--- config.mk ---
export PLATFORM = sky130hd
export DESIGN_NAME = instr_fetch_unit
export DESIGN_NICKNAME = d
export VERILOG_FILES = /design/src/rtl/mips_pkg.sv /design/src/rtl/next_pc_logic.sv /design/src/rtl/instr_fetch_unit.sv
export SDC_FILE = /design/constraint.sdc
export NUM_CORES = 1
export LEC_CHECK = 0
export BUFFER_PORTS_ARGS = -buffer_cell sky130_fd_sc_hd__buf_2
export CAP_MARGIN = 30
export CELL_PAD_IN_SITES_DETAIL_PLACEMENT = 0
export CELL_PAD_IN_SITES_GLOBAL_PLACEMENT = 1
export CORE_MARGIN = 2
export CORE_UTILIZATION = 30
export DETAILED_ROUTE_END_ITERATION = 6
export PLACE_DENSITY_LB_ADDON = 0.15
export SLEW_MARGIN = 20
export SYNTH_ARGS = -nofsm -noshare
export SYNTH_HDL_FRONTEND = slang
export SYNTH_HIERARCHICAL = 1
export SYNTH_SLANG_ARGS = --single-unit
--- constraint.sdc ---
create_clock -name clk -period 4.05 [get_ports clk]
set_clock_uncertainty 0.1 [all_clocks]
set_input_delay 0.81 -clock clk [delete_from_list [all_inputs] [get_ports clk]]
set_output_delay 0.81 -clock clk [all_outputs]
set_load 0.01 [all_outputs]
--- src/rtl/mips_pkg.sv ---
// -----------------------------------------------------------------------------
// mips_pkg
// Shared definitions for the MIPS front end: the fetch FSM state type, the
// major opcode constants seen by decode, the default reset PC and helpers
// that pull the Opcode/Func fields out of an instruction word.
// -----------------------------------------------------------------------------
package mips_pkg;

  typedef enum logic [1:0] {
    IDLE  = 2'd0,
    FETCH = 2'd1,
    ISSUE = 2'd2
  } ifu_state_e;

  localparam logic [5:0] OP_LW    = 6'b100011;
  localparam logic [5:0] OP_SW    = 6'b101011;
  localparam logic [5:0] OP_RTYPE = 6'b000000;
  localparam logic [5:0] OP_ADDI  = 6'b001000;
  localparam logic [5:0] OP_BEQ   = 6'b000100;
  localparam logic [5:0] OP_J     = 6'b000010;

  localparam logic [31:0] RESET_PC_DEFAULT = 32'h0000_0000;

  function automatic logic [5:0] opcode_of(input logic [31:0] word);
    return word[31:26];
  endfunction

  function automatic logic [5:0] func_of(input logic [31:0] word);
    return word[5:0];
  endfunction

endpackage

--- src/rtl/next_pc_logic.sv ---
// -----------------------------------------------------------------------------
// next_pc_logic
// Combinational next-PC selection for the fetch unit.
//   i_pc            current PC (word aligned)
//   i_branch_taken  taken conditional branch for the issued instruction
//   i_branch_offset sign-extended word offset of the branch
//   i_jump          jump decoded for the issued instruction
//   i_jump_index    instr[25:0] of the jump
//   o_pc_plus4      sequential address
//   o_next_pc       selected next PC (jump > branch > sequential)
// All arithmetic is modulo 2^ADDR_W; offset bits shifted past the top of the
// address are discarded.
// -----------------------------------------------------------------------------
module next_pc_logic #(
  parameter int ADDR_W = 32
) (
  input  logic [ADDR_W-1:0] i_pc,
  input  logic              i_branch_taken,
  input  logic [31:0]       i_branch_offset,
  input  logic              i_jump,
  input  logic [25:0]       i_jump_index,
  output logic [ADDR_W-1:0] o_pc_plus4,
  output logic [ADDR_W-1:0] o_next_pc
);

  logic        [ADDR_W-1:0] w_pc_plus4;
  logic signed [ADDR_W-1:0] w_offset_sx;
  logic        [ADDR_W-1:0] w_branch_target;
  logic        [ADDR_W-1:0] w_jump_target;

  assign w_pc_plus4      = i_pc + ADDR_W'(4);
  assign w_offset_sx     = ADDR_W'($signed(i_branch_offset));
  assign w_branch_target = w_pc_plus4 + $unsigned(w_offset_sx <<< 2);
  // Jump keeps the 256 MB region of the sequential address.
  assign w_jump_target   = {w_pc_plus4[ADDR_W-1:28], i_jump_index, 2'b00};

  always_comb begin
    o_next_pc = w_pc_plus4;
    if (i_jump) begin
      o_next_pc = w_jump_target;
    end else if (i_branch_taken) begin
      o_next_pc = w_branch_target;
    end
  end

  assign o_pc_plus4 = w_pc_plus4;

endmodule

--- src/rtl/instr_fetch_unit.sv ---
// -----------------------------------------------------------------------------
// instr_fetch_unit
// Fetch stage: owns the PC, requests words from instruction memory over a
// req/valid handshake with variable latency, registers the returned word and
// presents it (with Opcode/Func) to decode. Redirects from decode/execute
// select the next PC when the issued instruction leaves.
//
// Ports
//   clk, rst          clock, asynchronous active-high reset
//   imem_req/addr     memory request (held until imem_valid), word address
//   imem_rdata/valid  returned word, honoured only in FETCH
//   stall             downstream holds the issued instruction
//   branch_taken, branch_offset, jump, jump_index   redirect inputs
//   instr, Opcode, Func, instr_valid                issued instruction
//   pc, pc_plus4      address of instr and its successor
//   instr_count, stall_count   performance counters
//
// Build option: define IFU_PERF_CNT_EN to implement the counters; otherwise
// both counter ports are tied to zero and no counter flops exist.
// -----------------------------------------------------------------------------
module instr_fetch_unit
  import mips_pkg::*;
#(
  parameter int               ADDR_W   = 32,
  parameter logic [ADDR_W-1:0] RESET_PC = ADDR_W'(RESET_PC_DEFAULT)
) (
  input  logic              clk,
  input  logic              rst,
  output logic              imem_req,
  output logic [ADDR_W-1:0] imem_addr,
  input  logic [31:0]       imem_rdata,
  input  logic              imem_valid,
  input  logic              stall,
  input  logic              branch_taken,
  input  logic [31:0]       branch_offset,
  input  logic              jump,
  input  logic [25:0]       jump_index,
  output logic [31:0]       instr,
  output logic [5:0]        Opcode,
  output logic [5:0]        Func,
  output logic              instr_valid,
  output logic [ADDR_W-1:0] pc,
  output logic [ADDR_W-1:0] pc_plus4,
  output logic [31:0]       instr_count,
  output logic [31:0]       stall_count
);

  ifu_state_e        r_state;
  logic [ADDR_W-1:0] r_pc;
  logic [31:0]       r_instr;
  logic              r_instr_valid;
  logic              r_imem_req;

  logic [ADDR_W-1:0] w_pc_plus4;
  logic [ADDR_W-1:0] w_next_pc;

  next_pc_logic #(
    .ADDR_W (ADDR_W)
  ) u_next_pc (
    .i_pc            (r_pc),
    .i_branch_taken  (branch_taken),
    .i_branch_offset (branch_offset),
    .i_jump          (jump),
    .i_jump_index    (jump_index),
    .o_pc_plus4      (w_pc_plus4),
    .o_next_pc       (w_next_pc)
  );

  // Fetch FSM with registered request/valid outputs.
  // IDLE lasts one cycle after reset so a response belonging to a fetch that
  // was cut short by reset is dropped rather than captured.
  always_ff @(posedge clk or posedge rst) begin
    if (rst) begin
      r_state       <= IDLE;
      r_pc          <= RESET_PC;
      r_instr       <= 32'h0;
      r_instr_valid <= 1'b0;
      r_imem_req    <= 1'b0;
    end else begin
      case (r_state)
        IDLE: begin
          r_state    <= FETCH;
          r_imem_req <= 1'b1;
        end
        FETCH: begin
          if (imem_valid) begin
            r_instr       <= imem_rdata;
            r_instr_valid <= 1'b1;
            r_imem_req    <= 1'b0;
            r_state       <= ISSUE;
          end
        end
        ISSUE: begin
          // Redirect inputs only matter on the cycle the instruction leaves.
          if (!stall) begin
            r_pc          <= w_next_pc;
            r_instr_valid <= 1'b0;
            r_imem_req    <= 1'b1;
            r_state       <= FETCH;
          end
        end
        default: begin
          r_state       <= IDLE;
          r_instr_valid <= 1'b0;
          r_imem_req    <= 1'b0;
        end
      endcase
    end
  end

`ifdef IFU_PERF_CNT_EN
  logic [31:0] r_instr_count;
  logic [31:0] r_stall_count;

  always_ff @(posedge clk or posedge rst) begin
    if (rst) begin
      r_instr_count <= 32'h0;
      r_stall_count <= 32'h0;
    end else if (r_state == ISSUE) begin
      if (stall) begin
        r_stall_count <= r_stall_count + 32'd1;
      end else begin
        r_instr_count <= r_instr_count + 32'd1;
      end
    end
  end

  assign instr_count = r_instr_count;
  assign stall_count = r_stall_count;
`else
  assign instr_count = 32'h0;
  assign stall_count = 32'h0;
`endif

  assign imem_req    = r_imem_req;
  assign imem_addr   = r_pc;
  assign instr       = r_instr;
  assign instr_valid = r_instr_valid;
  assign Opcode      = opcode_of(r_instr);
  assign Func        = func_of(r_instr);
  assign pc          = r_pc;
  assign pc_plus4    = w_pc_plus4;

endmodule

# Word level (Yosys, flattened, before mapping)
# Cells that the tools add are included.
[op_classes]
n_addsub = 2
multipliers = 0
div_mod_pow = 0
n_lt_le_gt_ge = 0
n_eq_ne = 4
shift = 0
muxes = 11
n_bitwise = 2
n_reduce_logical = 5
[op_table]
columns = ["cell", "n"]
rows = [
  ["2-to-1 mux 32 bit", 2],
  ["adder 32 x 3 -> 32 bit (second input constant)", 1],
  ["adder 32 bit", 1],
  ["case mux 1 bit (3 select lines)", 2],
  ["case mux 2 bit (3 select lines)", 1],
  ["AND reduction 2 bit", 3],
  ["2-to-1 mux 1 bit", 4],
  ["2-to-1 mux 2 bit", 2],
  ["!= test 2 bit (second input constant)", 2],
  ["AND reduction 3 bit", 1],
  ["== test 2 x 1 -> 1 bit (second input constant)", 1],
  ["== test 2 bit (second input constant)", 1],
  ["zero test 2 bit", 1],
  ["NOT 1 bit", 2],
]
[totals]
regBits = 68
latch_bits = 0
mem_bits_rw = 0
mem_bits_ro = 0
input_bits = 96
output_inout_bits = 206
wordCells = 29
n_memories = 0

# Depth between registers and ports, before layout
[logic_depth]
depth_word = 4
ltp_mapped = 17
mapped_depth_nobuf = 17

# By module
# The synthesis kept the hierarchy.
[by_module_without_submodules]
columns = ["module", "n_inst", "cells_per_inst", "area_each_um2", "seq_area_each_um2"]
rows = [
  ["instr_fetch_unit", 1, 257, 3347.0, 1676.6],
  ["next_pc_logic", 1, 394, 2651.3, 0.0],
]

# Least setup slack after synthesis
# No wires, ideal clock.
[synth_timing]
kind = "flip-flop to flip-flop"
startpoint = "reg r_pc[7], in the netlist imem_addr[7]"
endpoint = "reg r_pc[30], in the netlist imem_addr[30]"
setup_ns = 0.125
arrival_ns = 3.968
required_ns = 3.825
path_slack_ns = -0.142
path_stages_with_launch = 16
path_buffers = 0
period_less_slack_ns = 4.192
cell_sequence = "dfrtp_1 and4_1 nand4_1 nor4_4 xor2_1 ha_1 and2_4 a221o_1 a31oi_2 o31ai_2 a41o_1 a41o_1 a311oi_2 xor2_1 a21oi_1 mux2_2"
[synth_between]
elab_chain_cells = 4
[synth_rtl]
columns = ["element", "line_no", "source"]
rows = [
  ["start: declaration", "instr_fetch_unit.sv:49", "logic [ADDR_W-1:0] r_pc;"],
  ["start signal: assignment", "instr_fetch_unit.sv:96", "r_pc <= w_next_pc;"],
  ["adder 32 x 3 -> 32 bit", "next_pc_logic.sv:31", "assign w_pc_plus4 = i_pc + ADDR_W'(4);"],
  ["net pc_plus4[16]", "instr_fetch_unit.sv:43", "output logic [ADDR_W-1:0] pc_plus4,"],
  ["adder 32 bit", "next_pc_logic.sv:33", "assign w_branch_target = w_pc_plus4 + $unsigned(w_offset_sx <<< 2);"],
  ["2-to-1 mux 32 bit", "next_pc_logic.sv:41", "end else if (i_branch_taken) begin"],
  ["2-to-1 mux 32 bit", "next_pc_logic.sv:39", "if (i_jump) begin"],
  ["net w_next_pc[30]", "instr_fetch_unit.sv:55", "logic [ADDR_W-1:0] w_next_pc;"],
]
# The timed path passes the listed nets, and every way through them passes these cells.
# A chain may end at the register's enable or synchronous reset.

# Worst setup path after layout
[layout_timing]
startpoint = "reg r_pc[3], in the netlist imem_addr[3]"
endpoint = "reg r_pc[29], in the netlist imem_addr[29]"
[layout_between]
elab_chain_cells = 4
[layout_rtl]
columns = ["element", "line_no"]
rows = [
  ["adder 32 x 3 -> 32 bit *", "next_pc_logic.sv:31"],
  ["adder 32 bit", "next_pc_logic.sv:33"],
  ["2-to-1 mux 32 bit", "next_pc_logic.sv:41"],
  ["2-to-1 mux 32 bit *", "next_pc_logic.sv:39"],
  ["net w_next_pc[29]", "instr_fetch_unit.sv:55"],
]
# The timed path passes the listed nets; every way through them passes the cells marked *.

==> results.md <==
* Prevailing post-synth register cell: dfrtp_1
* Top Metal Used: met5
* Clock-pin slew of the registers on the worst-case setup and hold paths at 0.07 ns
* Overall track demand over capacity in global routing at between 10% and 20%
* DR vias at 5412
* Height of the chip at between 100 and 150 microns
* Ratio of final minimum period to clock period at 96.0%
* Synth top area cells: dfrtp_1 (28%), buf_4 (14%), mux2_2 (11%)
* Detailed-routing wirelength on met1 at 8310 microns
* Post-DP HPWL at 14900 microns
* Total clock buffers created by CTS at 9
* Drt initial violations at between 150 and 200
* CTS Root Buffer Type: clkbuf_16
* Maximum buffer depth of the clock tree at 2
* Initial core utilization at 30.7%
* Crit-path max FO at 3
* Synthesized instance count at around 650
* Endpoint kind of the worst setup timing path: flip-flop
* Placer Congestion at 0.835
* Clock latency on the worst-skew pair at 0.35 ns
* Largest area contributor in the synthesized netlist: dfrtp_1
* Sum of internal, switching and leakage power at 6.50 mW
* Number of levels in the clock H-tree at 3
* Worst Path Class, Setup: flip-flop to flip-flop
* Highest achievable clock rate at 257 MHz
* Final Max Slew Viols at 0
* Cell Rows at 51
* Fill cell instance count of the final layout at 2057
* Final worst slack at 0.164 ns
* Routed length on met3 at 1280 microns
* Worst Tran Pin Value at 0.835 ns
* Drt drc at 0
* Iteration count of the initial detailed-routing pass at 4
* Largest vdd supply drop at 0.000314 V
* Clock tree from TritonCTS: yes
* Total wire length at about 19000 microns
* CP Launch Type: flip-flop
* Wire length of the first global-routing pass at between 20000 and 30000 microns
* Die Wd at 145 microns
* Headroom to the max-slew limit at 44.0%
* Share of the synthesized area in the top cell type at between 20 and 30%
* Die Outline Area at 21100 sq um
* Unrepaired setup endpoints after global routing: true
* Final number of hold-violating endpoints at 0
* Final-layout worst hold slack at ~0.40 ns
* Antenna-violating nets left at 0
* Via count of the first global-routing pass at 5545
* Pin count of the biggest net entering global routing at 34
* Grt ovf at 0
* Proportion of layout cells with a drive suffix above 1 at approximately 49%
* Data arrival time of the critical path at 4.02 ns
* Critical path required time at 4.19 ns
* Static power due to leakage at between 4 and 5 nW
* I/O pin count at 302
* Most instantiated library cell after synthesis: buf_4
* Core box area at 19500 sq um
* Post-synthesis register bit count at 67
* P&R area growth vs syn at 33.9%
* Minimum period implied by the final worst setup slack at 3.89 ns
* Synth Warn # at 6
* Number of hold buffers added after cts at 0
* Final standard cell utilization of the core at 41.1%
* Port Buffers at approximately 240
* Power density over cell area at 810 nW/um^2
* Syn avg cell area at 9.21 sq um
* Clock Sink Count at 67
* Worst hold-check path type: flip-flop to flip-flop
* Final setup violation count at 0
* Metal2 WL at 8850 microns
* DP Worst Slack at -0.134 ns
* Via density per instance at approximately 4.6
* Number of flops mapped to enable cells by yosys at 0
* Leading cell types by count after synthesis: buf_4 (110), dfrtp_1 (67), mux2_2 (61)
* Wire length per cell after detailed routing at between 15 and 20 microns
* Netlist cell types at 60
* Cell area after technology mapping at 6000 sq um
* Initial antenna violation count at 3
* Async S/R FF share, synth at 100%
* Outcome: finished clean
* Number of violations of the max-capacitance limit at 0
* Number of nets in the layout at 1049
* Seq/Total Area, Yosys at 28.0%
-- cell families after synthesis --
| group | Yosys count | synth area share (%) |
|---|---|---|
| compound gates | 145 | 16.2 |
| buf+inv | 143 | 16.4 |
| simple gates | 138 | 11.2 |
| mux | 68 | 12.7 |
| flops | 67 | 28.0 |
| xor+xnor | 52 | 7.59 |
| fa+ha+maj | 37 | 7.84 |
| other cells | 1 | 0.0625 |
-- power breakdown --
part | leakage [nW] | internal, mW | total [mW] | switching (mW)
Clock | 0.151 | 0.488 | 0.836 | 0.348
Combinational | 3.07 | 2.12 | 4.35 | 2.23
Sequential | 0.795 | 1.00 | 1.31 | 0.310
-- state kept, by name, indices dropped and copies added, names as in the netlist --
signal / flops
instr_valid: 1
r_state: 2
instr: 32
imem_addr: 32
-- per-layer routing --
layer / vias to the layer above / GRT usage [%]
li1: 2660 / -
met1: 2526 / 21.7
met2: 205 / 29.3
met3: 19 / 4.45
met4: 2 / 5.00
met5: - / 0
-- area by class of cell --
class	count	area (sq um)	share of cell area [%]
well taps	265	332	4.13
repair buffers	321	1850	23.1
clock buffers	9	225	2.80
flip-flops and latches	67	1680	20.9
multi-input cells	504	3810	47.4
inverters	13	48.8	0.607
diodes	2	5.00	0.0623
clock inverters	7	82.6	1.03
-- final timing paths --
kind,startpoint,end,slack (ns),depth (start not counted)
worst min-delay path,instr[17],instr[17],0.40,1
min in group asynchronous,rst,instr[9],0.44,2
max in group asynchronous,rst,instr[28],2.50,4
worst min register to register,instr[17],instr[17],0.40,1
worst max-delay path,imem_addr[3],imem_addr[29],0.16,18
worst max register to register,imem_addr[3],imem_addr[29],0.16,18
-- stage by stage --
step	cells	instance area, sq um	TNS, ns
floorplan	714	6270	0
global placement	1161	7420	-0.420
detailed placement	1162	7440	-0.428
CTS	1181	7800	0
global route	1187	8030	-0.0788
finish	1188	8030	0
-- cells in the final DEF (no fill, tap or decap), types with 11 or more instances in the layout --
| master | n |
|---|---|
| conb_1 | 64 |
| a21o_1 | 19 |
| dfrtp_1 | 64 |
| ha_1 | 32 |
| nand3_1 | 15 |
| nand2_1 | 42 |
| xor2_1 | 13 |
| o21ai_0 | 28 |
| mux2_2 | 61 |
| xnor2_1 | 32 |
| inv_1 | 11 |
| buf_2 | 235 |
| a21oi_1 | 32 |
| buf_4 | 82 |
| nor2_1 | 38 |
-- worst max-delay path, cell delays in order (launching register included) --
cell,delay (ns)
dfrtp_1,0.39
ha_4,0.17
nand3_4,0.08
buf_6,0.14
nor4_4,0.25
buf_6,0.17
nand3_2,0.10
xnor2_2,0.15
ha_1,0.33
nand4_1,0.13
nor4_1,0.25
o21ai_1,0.22
a21oi_4,0.22
nor2_2,0.07
o31a_1,0.31
o21ai_2,0.17
xnor2_1,0.14
a21oi_1,0.09
mux2_2,0.29
-- timing repair --
item	4_1_cts	5_1_grt
buffers inserted	3	6
pin swaps	6	17
endpoints found under the setup margin	7	10
resized for setup	6	35
Note: power is estimated with default switching activity, not from simulation.
